## src/rtl/mem_access_unit.sv

```systemverilog
// M-stage load/store sequencer: checks the address at accept, runs one bus
// transaction with a bounded wait, and returns the extended load result.
module mem_access_unit #(
  parameter logic [31:0] DM_TOP       = 32'h0000_2FFF,
  parameter int          N_TIMER      = 2,
  parameter logic [31:0] TIMER_BASE   = 32'h0000_7F00,
  parameter logic [31:0] TIMER_STRIDE = 32'h0000_0010,
  parameter int          TIMEOUT      = 15
) (
  input  logic        clk,
  input  logic        reset,
  input  logic        valid,
  input  logic [7:0]  op,
  input  logic [31:0] addr,
  input  logic [31:0] wdata,
  input  logic        flush,
  output logic        busy,
  output logic        done,
  output logic [31:0] rdata,
  output logic        exc,
  output logic [4:0]  exc_code,
  output logic [31:0] badvaddr,
  output logic        bus_req,
  output logic        bus_we,
  output logic [31:0] bus_addr,
  output logic [31:0] bus_wdata,
  output logic [3:0]  bus_byteen,
  input  logic        bus_ready,
  input  logic [31:0] bus_rdata
);

  localparam logic [7:0] OP_LW  = 8'd30;
  localparam logic [7:0] OP_LH  = 8'd31;
  localparam logic [7:0] OP_LHU = 8'd32;
  localparam logic [7:0] OP_LB  = 8'd33;
  localparam logic [7:0] OP_LBU = 8'd34;
  localparam logic [7:0] OP_SW  = 8'd35;
  localparam logic [7:0] OP_SH  = 8'd36;
  localparam logic [7:0] OP_SB  = 8'd37;
  localparam int         CW     = $clog2(TIMEOUT + 1);

  typedef enum logic [1:0] {IDLE, REQ, DONE, ERR} state_t;

  state_t        state_q, state_d;
  logic [7:0]    op_q, op_d;
  logic [31:0]   addr_q, addr_d;
  logic [31:0]   wdata_q, wdata_d;
  logic [31:0]   word_q, word_d;
  logic [CW-1:0] cnt_q, cnt_d;

  logic        is_mem, is_store_in, in_timer, timer_cnt_hit, misaligned, illegal, accept;
  logic [31:0] win_base;
  logic        st_q;
  logic [15:0] ld_half;
  logic [7:0]  ld_byte;
  logic [31:0] ld_data, st_wdata;
  logic [3:0]  st_byteen;

  // Timer windows are checked by full range; the count register is one word inside each.
  always_comb begin
    in_timer      = 1'b0;
    timer_cnt_hit = 1'b0;
    win_base      = TIMER_BASE;
    for (int i = 0; i < N_TIMER; i++) begin
      win_base = TIMER_BASE + TIMER_STRIDE * 32'(i);
      if (addr >= win_base && addr <= win_base + 32'hB) in_timer = 1'b1;
      if (addr == win_base + 32'h8) timer_cnt_hit = 1'b1;
    end
    is_mem      = (op >= OP_LW) && (op <= OP_SB);
    is_store_in = (op >= OP_SW) && (op <= OP_SB);
    misaligned  = (op == OP_LW && addr[1:0] != 2'b00) ||
                  ((op == OP_LH || op == OP_LHU) && addr[0]);
    illegal     = misaligned ||
                  (in_timer && op != OP_LW && op != OP_SW) ||
                  (is_store_in && timer_cnt_hit) ||
                  (addr > DM_TOP && !in_timer);
    accept      = (state_q == IDLE) && valid && is_mem && !flush;
  end

  always_comb begin
    state_d = state_q;
    op_d    = op_q;
    addr_d  = addr_q;
    wdata_d = wdata_q;
    word_d  = word_q;
    cnt_d   = cnt_q;
    case (state_q)
      IDLE: begin
        if (accept) begin
          op_d    = op;
          addr_d  = addr;
          wdata_d = wdata;
          cnt_d   = '0;
          state_d = illegal ? ERR : REQ;
        end
      end
      REQ: begin
        // A ready in the final wait cycle still completes normally.
        if (bus_ready) begin
          word_d  = bus_rdata;
          state_d = DONE;
        end else begin
          cnt_d = cnt_q + 1'b1;
          if (cnt_q == CW'(TIMEOUT - 1)) state_d = ERR;
        end
      end
      DONE:    state_d = IDLE;
      ERR:     state_d = IDLE;
      default: state_d = IDLE;
    endcase
    if (flush) state_d = IDLE;
  end

  always_comb begin
    st_q    = (op_q >= OP_SW);
    ld_half = addr_q[1] ? word_q[31:16] : word_q[15:0];
    ld_byte = 8'(word_q >> {addr_q[1:0], 3'b000});
    case (op_q)
      OP_LW:   ld_data = word_q;
      OP_LH:   ld_data = {{16{ld_half[15]}}, ld_half};
      OP_LHU:  ld_data = {16'h0000, ld_half};
      OP_LB:   ld_data = {{24{ld_byte[7]}}, ld_byte};
      OP_LBU:  ld_data = {24'h000000, ld_byte};
      default: ld_data = 32'h0;
    endcase
    case (op_q)
      OP_SW: begin
        st_byteen = 4'b1111;
        st_wdata  = wdata_q;
      end
      OP_SH: begin
        st_byteen = addr_q[1] ? 4'b1100 : 4'b0011;
        st_wdata  = addr_q[1] ? {wdata_q[15:0], 16'h0000} : {16'h0000, wdata_q[15:0]};
      end
      OP_SB: begin
        st_byteen = 4'b0001 << addr_q[1:0];
        st_wdata  = {24'h000000, wdata_q[7:0]} << {addr_q[1:0], 3'b000};
      end
      default: begin
        st_byteen = 4'b0000;
        st_wdata  = 32'h0;
      end
    endcase
  end

  // Outputs are forced to zero during reset and during a flush cycle's pulses.
  always_comb begin
    busy       = 1'b0;
    done       = 1'b0;
    rdata      = 32'h0;
    exc        = 1'b0;
    exc_code   = 5'd0;
    badvaddr   = 32'h0;
    bus_req    = 1'b0;
    bus_we     = 1'b0;
    bus_addr   = 32'h0;
    bus_wdata  = 32'h0;
    bus_byteen = 4'b0000;
    if (!reset) begin
      case (state_q)
        IDLE: busy = valid && is_mem && !flush;
        REQ: begin
          busy       = !flush;
          bus_req    = !flush;
          bus_we     = st_q;
          bus_addr   = addr_q;
          bus_wdata  = st_wdata;
          bus_byteen = st_byteen;
        end
        DONE: begin
          if (!flush) begin
            done  = 1'b1;
            rdata = ld_data;
          end
        end
        ERR: begin
          if (!flush) begin
            done     = 1'b1;
            exc      = 1'b1;
            exc_code = st_q ? 5'd5 : 5'd4;
            badvaddr = addr_q;
          end
        end
        default: busy = 1'b0;
      endcase
    end
  end

  always_ff @(posedge clk) begin
    if (reset) begin
      state_q <= IDLE;
      op_q    <= '0;
      addr_q  <= '0;
      wdata_q <= '0;
      word_q  <= '0;
      cnt_q   <= '0;
    end else begin
      state_q <= state_d;
      op_q    <= op_d;
      addr_q  <= addr_d;
      wdata_q <= wdata_d;
      word_q  <= word_d;
      cnt_q   <= cnt_d;
    end
  end

endmodule

```

## config.mk

```make
export PLATFORM = sky130hd
export DESIGN_NAME = mem_access_unit
export DESIGN_NICKNAME = d
export VERILOG_FILES = /design/src/rtl/mem_access_unit.sv
export SDC_FILE = /design/constraint.sdc
export NUM_CORES = 1
export LEC_CHECK = 0
export ABC_AREA = 1
export BUFFER_PORTS_ARGS = -buffer_cell sky130_fd_sc_hd__buf_2
export CORE_MARGIN = 4
export CORE_UTILIZATION = 54
export DETAILED_ROUTE_END_ITERATION = 6
export HOLD_SLACK_MARGIN = 0.08
export PLACE_DENSITY = 0.95
export SLEW_MARGIN = 20
export SYNTH_ARGS = -nofsm -noshare
export SYNTH_HDL_FRONTEND = slang
export SYNTH_SLANG_ARGS = --single-unit
```

## constraint.sdc

```tcl
create_clock -name clk -period 4.62 [get_ports clk]
set_clock_uncertainty 0.1 [all_clocks]
set_input_delay 0.462 -clock clk [delete_from_list [all_inputs] [get_ports clk]]
set_output_delay 0.462 -clock clk [all_outputs]
set_load 0.02 [all_outputs]
```

==> reports/results.ini, run 1 <==
[yosys]
seq_area_frac_synth_pct = 34.0
yosys.area.top_type = dfxtp_1
syn_area_mm2 = 0.00647
synth_top_area_share_pct = 34.0
ys_seq_elements = 110
synth-edff-count = 0
ys_warn_count = 0
muxShareOfSynthArea_pct = 0
avgSynthCellArea_um2 = 6.32
ys_top_cells_by_area = dfxtp_1, a21oi_1, inv_1, o21ai_0, nor2_1
ys_async_sr_fraction_pct = 0
synth_ff_type = dfxtp_1
synth-compound-area-share_pct = 25.8
synth-simple-area-share_pct = 24.3
synthAdderAreaFrac_pct = 0.387
synth_top_family_by_area = compound AO/OA/AOI/OAI gates
synthXorXnorAreaFrac_pct = 0.271
synth_cell_types = 47
netlist_instances = 1023

[final_layout]
ff_latch_area_mm2 = 0.00220
n_fill_cell = 1016
nets = 1335
drive_above_1_share_pct = 24.8
area_delta_synth_final_pct = 22.5
final_area_mm2 = 0.00792
multiInputGateArea_mm2 = 0.00331
stdcell_count = 1373

[clock_tree]
clkLatencyLatePin_ns = 0.34
cts.sinks = 110
ctsHoldBuffers = 0
cts_setup_buffers = 0
root_buffer = clkbuf_16
clockBufferDepth = 2
clk_pin_slew_ns = 0.07
cts_max_level = 3
cts.repair.resized = 0
cts-buffers-inserted = 9
cts_tree = yes

[critical_path]
cp-start-kind = flip-flop
cpMostUsedCell = nand2_2
critPathKind = reg -> out
crit_arrival_ns = 3.06
crit_family = buffers and inverters
slowest_delay_ns = 0.75
path_buf_inv = 3
r2r-start = state_q[1]
cp_cell_sequence = clkinv_1, nand2_1, o211ai_1, nand2_2, nand2_2, o21ai_0, inv_1, buf_2
endpoint_kind = output pin
cp.required_ns = 4.06
cp_slowest_cell = dfxtp_1
cp_max_fo = 20
startpoint = addr_q[0]

[power_and_ir_drop]
irDropWorstVdd_uv = 140
power_leakage_nw = 3.72
power_density_mw_per_mm2 = 240
power_mw = 1.90

[grt]
grt_pass1_vias = 6588
met1_usage_pct = 33.1
grt_busiest_layer = met2
met2_usage_pct = 47.4
met3_usage_pct = 5.81
grt-ovfl-total = 0
antenna_found_initial = 0
track_usage_pct = 27.1
grt_max_degree = 98
grt_pass1_wl_mm = 31.3

[timing]
rsz0062_at_grt = false
holdWs_ns = 0.285
finalMaxSlewViolations = 0
finalSetupViolations = 0
fmax_ghz = 0.276
tightest_slew_ns = 1.06
finalSetupTns_ns = 0
slew-limit-headroom_pct = 29.3
period_minus_slack_ns = 3.63
fin_crit_sh_pct = 78.5
hold_viol_final = 0

[route]
drtIter0Drc = 640
ant_nets = 0
firstDrtPassIters = 7
drc = 1
wl_per_cell_um = 14.5
vias_per_cell = 5.35
wl_mm = 20.0
num_vias = 7351

[floorplan]
initial_core_util_pct = 55.9
num_rows = 39
die_h_um = 117
pin_count = 251
dieArea_mm2 = 0.0138
core_mm2 = 0.0116
die_w_um = 117

[placement]
hpwlAfterDp_mm = 15.0
io_buffers = 247
gp_congestion = 0.952
place_area_mm2 = 0.00763
place_inst = 1356

[status]
violations = design-rule violations
outcome = finished, violations left

[min_path]
hold_start = bus_rdata[9]
hp-class = in -> reg

[job]
drv_cap = 0

==> path summary, 6_finish.rpt <==
kind	end	slack [ns]	cells past startpoint
max	rdata[26]	0.99	8
min	word_q[9]	0.29	3
max reg2reg	addr_q[1]	2.18	5
min reg2reg	wdata_q[22]	0.35	2
==> Yosys cell counts, types with 3 or more instances <==
cell / n
nor3_1: 6
buf_2: 17
nor2_1: 138
o21ai_0: 126
o221ai_1: 4
nand2_2: 4
o21ai_1: 9
nand3_1: 52
nor2_2: 3
inv_1: 169
buf_6: 3
inv_2: 6
o211ai_1: 5
a32oi_1: 4
or2_2: 3
o22ai_1: 5
a21oi_2: 7
a22oi_1: 4
clkbuf_1: 32
dfxtp_1: 110
nand4_1: 8
a21oi_1: 132
buf_4: 9
nand2_1: 137
==> layer usage <==
| layer | vias to the layer above | wire length, µm | share of wire, % |
|---|---|---|---|
| li1 | 3686 | - | - |
| met1 | 3273 | 8080 | 40 |
| met3 | 46 | 1820 | 9.1 |
| met4 | 0 | 471 | 2.4 |
| met5 | - | 0 | 0 |
| met2 | 346 | 9590 | 48 |
==> final cells by class <==
class                           instances  share of cell area [%]
Multi-Input combinational cell        675                    41.8
Sequential cell                       110                    27.8
Timing Repair Buffer                  251                    16.1
Inverter                              177                    8.40
Clock buffer                           13                    3.28
Tap cell                              143                    2.26
Clock inverter                          3                   0.332
Antenna cell                            1                  0.0316
==> sequential cells by signal (all words and copies together), names as in the netlist <==
signal   count
addr_q      32
cnt_q        4
op_q         8
state_q      2
wdata_q     32
word_q      32
==> worst min-delay path, stage by stage <==
cell and delay (ns):
buf_2 0.08, o21ai_1 0.06, a21oi_1 0.10
==> metrics by stage <==
step / setup WS, ns / utilization, %
after floorplan: 2.13 / -
after global placement: 1.53 / 66.0
after detailed placement: 1.47 / 66.0
after CTS: 1.09 / 68.5
after global routing: 0.843 / 68.5
final: 0.994 / 68.5
==> logic make-up after synthesis <==
group / count (synthesis)
other: 1
AOI/OAI and AO/OA: 305
adders and majority gates: 2
DFF: 110
xor gates and xnor gates: 2
buffers and inverters: 240
and+or+nand+nor: 363
==> cell usage in the layout (no fill, tap or decap), drive strengths merged <==
cell	netlist	final
clkbuf	33	13
diode	0	1
o221ai	4	4
and2	1	1
nand4	9	9
conb	1	3
buf	30	251
o211ai	5	5
o2bb2ai	2	2
or2	3	3
clkinv	2	4
dfxtp	110	110
xor2	1	1
o21ai	139	139
nor4	1	1
and3	2	2
o2111ai	2	2
xnor2	1	1
nand3	54	54
ha	2	2
a32oi	4	4
o22ai	5	5
a21oi	140	140
nor2	143	143
nand2	142	142
a22oi	4	4
inv	175	176
nor3	8	8
==> power breakdown <==
part	internal, mW	total (mW)	switching [mW]	leakage, nW
clock network	0.401	0.756	0.355	0.140
logic	0.0634	0.166	0.103	2.69
registers	0.967	0.979	0.0128	0.889
Note: power is estimated with default switching activity, not from simulation.
==> run 2, diff against run 1 <==
--- a/config.mk
+++ b/config.mk
@@ -8,10 +8,10 @@
 export ABC_AREA = 1
 export BUFFER_PORTS_ARGS = -buffer_cell sky130_fd_sc_hd__buf_2
 export CORE_MARGIN = 4
-export CORE_UTILIZATION = 54
+export CORE_UTILIZATION = 50
 export DETAILED_ROUTE_END_ITERATION = 6
 export HOLD_SLACK_MARGIN = 0.08
-export PLACE_DENSITY = 0.95
+export PLACE_DENSITY = 0.93
 export SLEW_MARGIN = 20
 export SYNTH_ARGS = -nofsm -noshare
 export SYNTH_HDL_FRONTEND = slang
==> constraint.sdc (replaced) <==
create_clock -name clk -period 3.8 [get_ports clk]
set_clock_uncertainty 0.1 [all_clocks]
set_input_delay 0.38 -clock clk [delete_from_list [all_inputs] [get_ports clk]]
set_output_delay 0.38 -clock clk [all_outputs]
set_load 0.02 [all_outputs]
==> run 2 against run 1 <==
The run still ends with design-rule violations left. Die area grew 7.4%. Critical path depth grew 1. Critical endpoint is now rdata[17]. Non-clock buffer count grew 3. Largest power group unchanged. Sequential cell count is the same. Global-route usage shrank 0.66 points. Sequential share of layout area shrank 0.13 points. Clock power grew 18%. Worst setup slack lost 0.27 ns.
==> reports/results.ini, run 2 (same netlist as run 1, synthesis figures left out) <==
[grt]
grt_busiest_layer = met2  ; unchanged
track_usage_pct = 26.5  ; was 27.1%
grt_pass1_vias = 6671  ; was 6,588
met3_usage_pct = 7.34  ; was 5.81%
grt_pass1_wl_mm = 31.6  ; was 31.3 mm
antenna_found_initial = 2  ; was 0
grt_max_degree = 94  ; was 98
met1_usage_pct = 31.8  ; was 33.1%
grt-ovfl-total = 0  ; unchanged
met2_usage_pct = 45.5  ; was 47.4%

[clock_tree]
cts-buffers-inserted = 9  ; unchanged
cts.sinks = 110  ; unchanged
ctsHoldBuffers = 0  ; unchanged
cts.repair.resized = 0  ; unchanged
clk_pin_slew_ns = 0.08  ; was 0.07 ns
cts_tree = yes  ; unchanged
clkLatencyLatePin_ns = 0.35  ; was 0.34 ns
clockBufferDepth = 2  ; unchanged
root_buffer = clkbuf_16  ; unchanged
cts_max_level = 3  ; unchanged
cts_setup_buffers = 0  ; unchanged

[power_and_ir_drop]
p_int_mw = 1.70  ; was 1.43 mW
power_leakage_nw = 3.72  ; about the same
switching_share_pct = 25.7  ; was 24.7%
power.switching_uw = 587  ; was 470 µW
power_mw = 2.29  ; was 1.90 mW
p_comb_share_pct = 8.9  ; was 8.7%
irDropWorstVdd_uv = 319  ; was 140 µV
clkPwrFrac_pct = 39.1  ; was 39.7%
power_density_mw_per_mm2 = 287  ; was 240 mW/mm²
seqPwrFrac_pct = 51.9  ; was 51.5%

[route]
wl_mm = 20.2  ; was 20.0 mm
drtIter0Drc = 661  ; was 640
num_vias = 7395  ; was 7,351
drc = 1  ; unchanged
firstDrtPassIters = 7  ; unchanged
ant_nets = 0  ; unchanged
wl_per_cell_um = 14.4  ; was 14.5 µm
vias_per_cell = 5.27  ; was 5.35

[status]
outcome = finished, violations left  ; unchanged
violations = design-rule violations  ; unchanged

[final_layout]
drive_above_1_share_pct = 25.0  ; was 24.8%
n_fill_cell = 1181  ; was 1,016
largestRegisters = addr_q (32), wdata_q (32), word_q (32)  ; unchanged
area_delta_synth_final_pct = 23.1  ; was 22.5%
antennaDiodeCount = 0  ; was 1
nets = 1338  ; was 1,335
layout_commonest_cell = buf_2  ; unchanged
final_cell_mix = buf_2, inv_1, nor2_1  ; unchanged

[timing]
tightest_slew_ns = 0.812  ; was 1.06 ns
fin_crit_sh_pct = 81.0
slew-limit-headroom_pct = 45.7  ; was 29.3%
finalSetupViolations = 0  ; unchanged
fmax_ghz = 0.325
finalMaxSlewViolations = 0  ; unchanged
period_minus_slack_ns = 3.08
hold_viol_final = 0  ; unchanged
rsz0062_at_grt = false  ; unchanged
holdWs_ns = 0.194  ; was 0.285 ns
finalSetupTns_ns = 0  ; unchanged

[critical_path]
regToRegEndpoint = wdata_q[15]  ; was addr_q[1]
cp-start-kind = flip-flop  ; unchanged
cp_max_fo = 20  ; unchanged
endpoint_kind = output pin  ; unchanged
critPathKind = reg -> out  ; unchanged
cp.required_ns = 3.32  ; was 4.06 ns
r2r-start = state_q[1]  ; unchanged
r2r_setup_slack_ns = 1.35  ; was 2.18 ns
crit_arrival_ns = 2.60  ; was 3.06 ns
reg2reg_depth = 5  ; unchanged

[floorplan]
dieArea_mm2 = 0.0148  ; was 0.0138 mm²
core_mm2 = 0.0126  ; was 0.0116 mm²
pin_count = 251  ; unchanged
die_w_um = 122  ; was 117 µm
num_rows = 41  ; was 39
initial_core_util_pct = 51.3  ; was 55.9%
die_h_um = 122  ; was 117 µm

[min_path]
hp-class = in -> reg  ; unchanged
min_to = word_q[31]  ; was word_q[9]
hold_start = bus_rdata[31]  ; was bus_rdata[9]
min_path_cells = 3  ; unchanged

[placement]
io_buffers = 247  ; unchanged
gp_congestion = 0.946  ; was 0.952
hpwlAfterDp_mm = 15.3  ; was 15.0 mm

[job]
drv_cap = 0  ; unchanged

run 2: critical path, stage by stage, from the launching register on:
cell and delay, ns:
dfxtp_1 0.32, buf_4 0.22, clkinv_1 0.42, nand2_1 0.24, o211ai_1 0.15, nand2_2 0.20
nand2_2 0.22, o21ai_0 0.24, inv_1 0.07, buf_2 0.16
run 2: cell type report:
type	instances	area, µm²	area share [%]
clock buffer	9	225	2.83
clock inverter	5	45.0	0.566
inverter	177	666	8.36
multi-input combinational	675	3310	41.5
sequential	110	2200	27.7
tap	172	215	2.70
timing repair buffer	254	1300	16.3
run 2: worst max-delay path by stage:
stage,cells past startpoint,slack [ns],startpoint,to
5_1_grt,9,0.51,state_q[0],bus_wdata[0]
4_1_cts,9,0.79,addr_q[0],rdata[31]
2_1_floorplan,7,1.48,reset,exc_code[2]
3_5_place_dp,8,1.10,reset,badvaddr[0]
3_3_place_gp,9,1.19,state_q[0],bus_wdata[25]
6_report,9,0.72,addr_q[0],rdata[17]
run 2: per-stage QoR:
| step | setup WS, ns | util (%) | instance area (µm²) | cells |
|---|---|---|---|---|
| floorplan | 1.48 | - | 6480 | 1025 |
| detailed placement | 1.10 | 60.9 | 7690 | 1388 |
| global placement | 1.19 | 60.9 | 7690 | 1388 |
| finish | 0.721 | 63.1 | 7960 | 1402 |
| global route | 0.506 | 63.1 | 7960 | 1402 |
| CTS | 0.788 | 63.1 | 7960 | 1402 |
run 2: power groups by stage:
stage	Clock [mW]	Sequential (mW)	Combinational (mW)
floorplan	0	1.21	0.115
global placement	0	1.21	0.199
detailed placement	0	1.22	0.203
CTS	0.910	1.19	0.204
global route	0.954	1.19	0.230
finish	0.895	1.19	0.204
run 2: metal layers:
| layer | vias up | share of wire [%] |
|---|---|---|
| li1 | 3687 | - |
| met1 | 3281 | 39 |
| met2 | 372 | 48 |
| met3 | 51 | 10 |
| met4 | 4 | 2.7 |
| met5 | - | 0.069 |
==> run 3, diff against run 2 <==
--- a/config.mk
+++ b/config.mk
@@ -5,13 +5,13 @@
 export SDC_FILE = /design/constraint.sdc
 export NUM_CORES = 1
 export LEC_CHECK = 0
-export ABC_AREA = 1
+export ABC_AREA = 0
 export BUFFER_PORTS_ARGS = -buffer_cell sky130_fd_sc_hd__buf_2
 export CORE_MARGIN = 4
-export CORE_UTILIZATION = 50
+export CORE_UTILIZATION = 44
 export DETAILED_ROUTE_END_ITERATION = 6
 export HOLD_SLACK_MARGIN = 0.08
-export PLACE_DENSITY = 0.93
+export PLACE_DENSITY = 0.88
 export SLEW_MARGIN = 20
 export SYNTH_ARGS = -nofsm -noshare
 export SYNTH_HDL_FRONTEND = slang
==> constraint.sdc (replaced) <==
create_clock -name clk -period 2.8 [get_ports clk]
set_clock_uncertainty 0.1 [all_clocks]
set_input_delay 0.28 -clock clk [delete_from_list [all_inputs] [get_ports clk]]
set_output_delay 0.28 -clock clk [all_outputs]
set_load 0.02 [all_outputs]
==> run 3 against run 2 <==
The run now ends clean. Critical path depth down 3. Register-to-register slack worse by 0.55 ns. Sequential cell count unchanged. Largest power group unchanged. Largest cell class unchanged. Combinational power up 26%. First-iteration DRC count up 16%. Hold slack worse by 0.11 ns. Critical endpoint unchanged. Sequential share of layout area down 1.7 points. Critical path type unchanged. Highest routed layer unchanged. Cell count down 6.5%. Via count down 2.0%. Global-route usage up 0.061 points.
==> reports/results.ini, run 3 <==
[route]
wl_per_cell_um = 16.5  ; was 14.4 µm
vias_per_cell = 5.53  ; was 5.27
drc = 0  ; was 1
ant_nets = 0  ; unchanged
drtIter0Drc = 765  ; was 661
wl_mm = 21.6  ; was 20.2 mm
firstDrtPassIters = 6  ; was 7
num_vias = 7244  ; was 7,395

[yosys]
syn_area_mm2 = 0.00592  ; was 0.00647 mm²
ys_top_cells_by_area = dfxtp_1, nand2_1, a21oi_1, and2_1, a22oi_1  ; was dfxtp_1, a21oi_1, inv_1, o21ai_0, nor2_1
ys_async_sr_fraction_pct = 0  ; unchanged
seq_area_frac_synth_pct = 37.2  ; was 34.0%
synthTopCellsByCount = nand2_1, a21oi_1, dfxtp_1  ; was inv_1, nor2_1, nand2_1
ys_warn_count = 0  ; unchanged
synth_top_area_share_pct = 37.2  ; was 34.0%
avgSynthCellArea_um2 = 7.14  ; was 6.32 µm²
synth_ff_type = dfxtp_1  ; unchanged
netlist_instances = 829  ; was 1,023
yosys.area.top_type = dfxtp_1  ; unchanged
synth-edff-count = 0  ; unchanged
ys_seq_elements = 110  ; unchanged
yosysMostFrequentCell = nand2_1  ; was inv_1
synth_cell_types = 57  ; was 47

[grt]
met1_usage_pct = 30.4  ; was 31.8%
antenna_found_initial = 1  ; was 2
grt_busiest_layer = met2  ; unchanged
grt_pass1_vias = 6780  ; was 6,671
grt_max_degree = 58  ; was 94
grt_pass1_wl_mm = 32.5  ; was 31.6 mm
track_usage_pct = 26.6  ; was 26.5%
met2_usage_pct = 46.2  ; was 45.5%
met3_usage_pct = 6.86  ; was 7.34%
grt-ovfl-total = 0  ; unchanged

[final_layout]
drive_above_1_share_pct = 28.2  ; was 25.0%
final_cell_mix = buf_2, nand2_1, a21oi_1  ; was buf_2, inv_1, nor2_1
area_delta_synth_final_pct = 43.0  ; was 23.1%
stdcell_count = 1311  ; was 1,402
nets = 1240  ; was 1,338
layout_commonest_cell = buf_2  ; unchanged
final_area_mm2 = 0.00847  ; was 0.00796 mm²
largestRegisters = addr_q (32), wdata_q (32), word_q (32)  ; unchanged

[floorplan]
dieArea_mm2 = 0.0154  ; was 0.0148 mm²
num_rows = 42  ; was 41
core_mm2 = 0.0132  ; was 0.0126 mm²
pin_count = 251  ; unchanged
die_w_um = 124  ; was 122 µm
die_h_um = 124  ; was 122 µm
initial_core_util_pct = 44.9  ; was 51.3%

[critical_path]
cp-start-kind = flip-flop  ; unchanged
cp_max_fo = 16  ; was 20
r2r-start = state_q[0]  ; was state_q[1]
regToRegEndpoint = addr_q[28]  ; was wdata_q[15]
crit_arrival_ns = 2.31  ; was 2.60 ns
cp.required_ns = 2.42  ; was 3.32 ns
reg2reg_depth = 5  ; unchanged
endpoint_kind = output pin  ; unchanged
critPathKind = reg -> out  ; unchanged
r2r_setup_slack_ns = 0.80  ; was 1.35 ns

[timing]
period_minus_slack_ns = 2.69
tightest_slew_ns = 0.615  ; was 0.812 ns
hold_viol_final = 0  ; unchanged
fin_crit_sh_pct = 96.1
rsz0062_at_grt = false  ; unchanged
finalMaxSlewViolations = 0  ; unchanged
slew-limit-headroom_pct = 59.0  ; was 45.7%
fmax_ghz = 0.372
finalSetupViolations = 0  ; unchanged
finalSetupTns_ns = 0  ; unchanged

[min_path]
min_path_cells = 3  ; unchanged
hp-class = in -> reg  ; unchanged
hold_start = bus_rdata[23]  ; was bus_rdata[31]
min_to = word_q[23]  ; was word_q[31]

[clock_tree]
clk_pin_slew_ns = 0.07  ; was 0.08 ns
cts_tree = yes  ; unchanged
cts.sinks = 110  ; unchanged
cts_max_level = 3  ; unchanged
cts-buffers-inserted = 9  ; unchanged
clockBufferDepth = 2  ; unchanged
root_buffer = clkbuf_16  ; unchanged
clkLatencyLatePin_ns = 0.35  ; about the same

[status]
outcome = complete, no violations  ; was finished, violations left

[power_and_ir_drop]
power_leakage_nw = 3.47  ; was 3.72 nW
power_density_mw_per_mm2 = 380  ; was 287 mW/mm²
irDropWorstVdd_uv = 438  ; was 319 µV

[placement]
place_inst = 1208  ; was 1,388
place_area_mm2 = 0.00725  ; was 0.00769 mm²
hpwlAfterDp_mm = 14.4  ; was 15.3 mm
io_buffers = 247  ; unchanged
gp_congestion = 0.916  ; was 0.946

[job]
drv_cap = 0  ; unchanged

[run 3: cell types whose count changed after synthesis, moves of 7 or more]
cell / change
o21ai_1: -7
o21ai_0: -118
and2_1: +75
a22oi_1: +22
inv_1: -157
a221oi_1: +8
a21oi_1: -9
buf_2: -10
mux2_2: +7
clkbuf_1: +10
nand3_1: -36
nor2_1: -89
nand2_1: +102
[run 3: layout make-up]
cell class / count / area, µm²
fill: 1066 / 4720
multi-input combinational: 644 / 3430
inverter: 12 / 45.0
tap: 176 / 220
sequential: 110 / 2200
clock inverter: 6 / 93.8
antenna: 1 / 2.50
clock buffer: 10 / 229
timing repair buffer: 352 / 2250
[run 3: worst max-delay path, cell delays in order, from the launching register on]
cell	delay, ns
dfxtp_1	0.38
mux4_2	0.48
and3_1	0.20
nor3b_4	0.17
nor2_4	0.37
a21oi_1	0.16
buf_2	0.19
[run 3: how the worst max path moves through the flow]
stage | cells past startpoint | to | startpoint
floorplan | 7 | rdata[21] | addr_q[0]
global placement | 6 | bus_wdata[15] | op_q[2]
detailed placement | 6 | bus_wdata[13] | op_q[5]
CTS | 6 | rdata[17] | op_q[5]
global route | 6 | rdata[12] | op_q[3]
finish | 6 | rdata[17] | word_q[31]
[run 3: kinds of logic after synthesis]
family          after synthesis  share of synthesized area, %
simple gates                425                          33.3
fa+ha+maj                     2                         0.422
other cells                   1                        0.0633
flops                       110                          37.2
buf+inv                      77                          6.04
mux                           9                          1.88
compound gates              202                          20.7
xor+xnor                      3                         0.444
[run 3: power by group]
group / internal [mW] / leakage [nW] / switching, mW
Sequential: 1.57 / 0.886 / 0.00444
Combinational: 0.147 / 2.43 / 0.110
Clock: 0.793 / 0.154 / 0.597
Total: 2.51 / 3.47 / 0.712
[run 3: timing repair]
action / 4_1_cts / 5_1_grt
hold endpoints to repair: 82 / 1
setup endpoints to repair: 8 / 60
resized for setup: 1 / 7
hold buffers: 82 / 1
buffers inserted: 0 / 3
pin swaps: 0 / 1
[run 3: routing by layer]
| layer | vias up | part of all wire (%) |
|---|---|---|
| li1 | 3389 | - |
| met1 | 3329 | 38 |
| met2 | 443 | 50 |
| met3 | 81 | 9.1 |
| met4 | 2 | 3.7 |
| met5 | - | 0.032 |
[run 3: per-stage QoR]
step	hold WS (ns)	util, %	total power, mW	worst slack, ns
after floorplan	0.316	-	1.66	0.685
after global placement	0.342	54.9	1.76	0.436
after detailed placement	0.348	54.9	1.76	0.346
after CTS	0.0803	63.6	3.23	0.0148
after global routing	0.0908	64.2	3.32	0.00417
final	0.0868	64.2	3.22	0.110
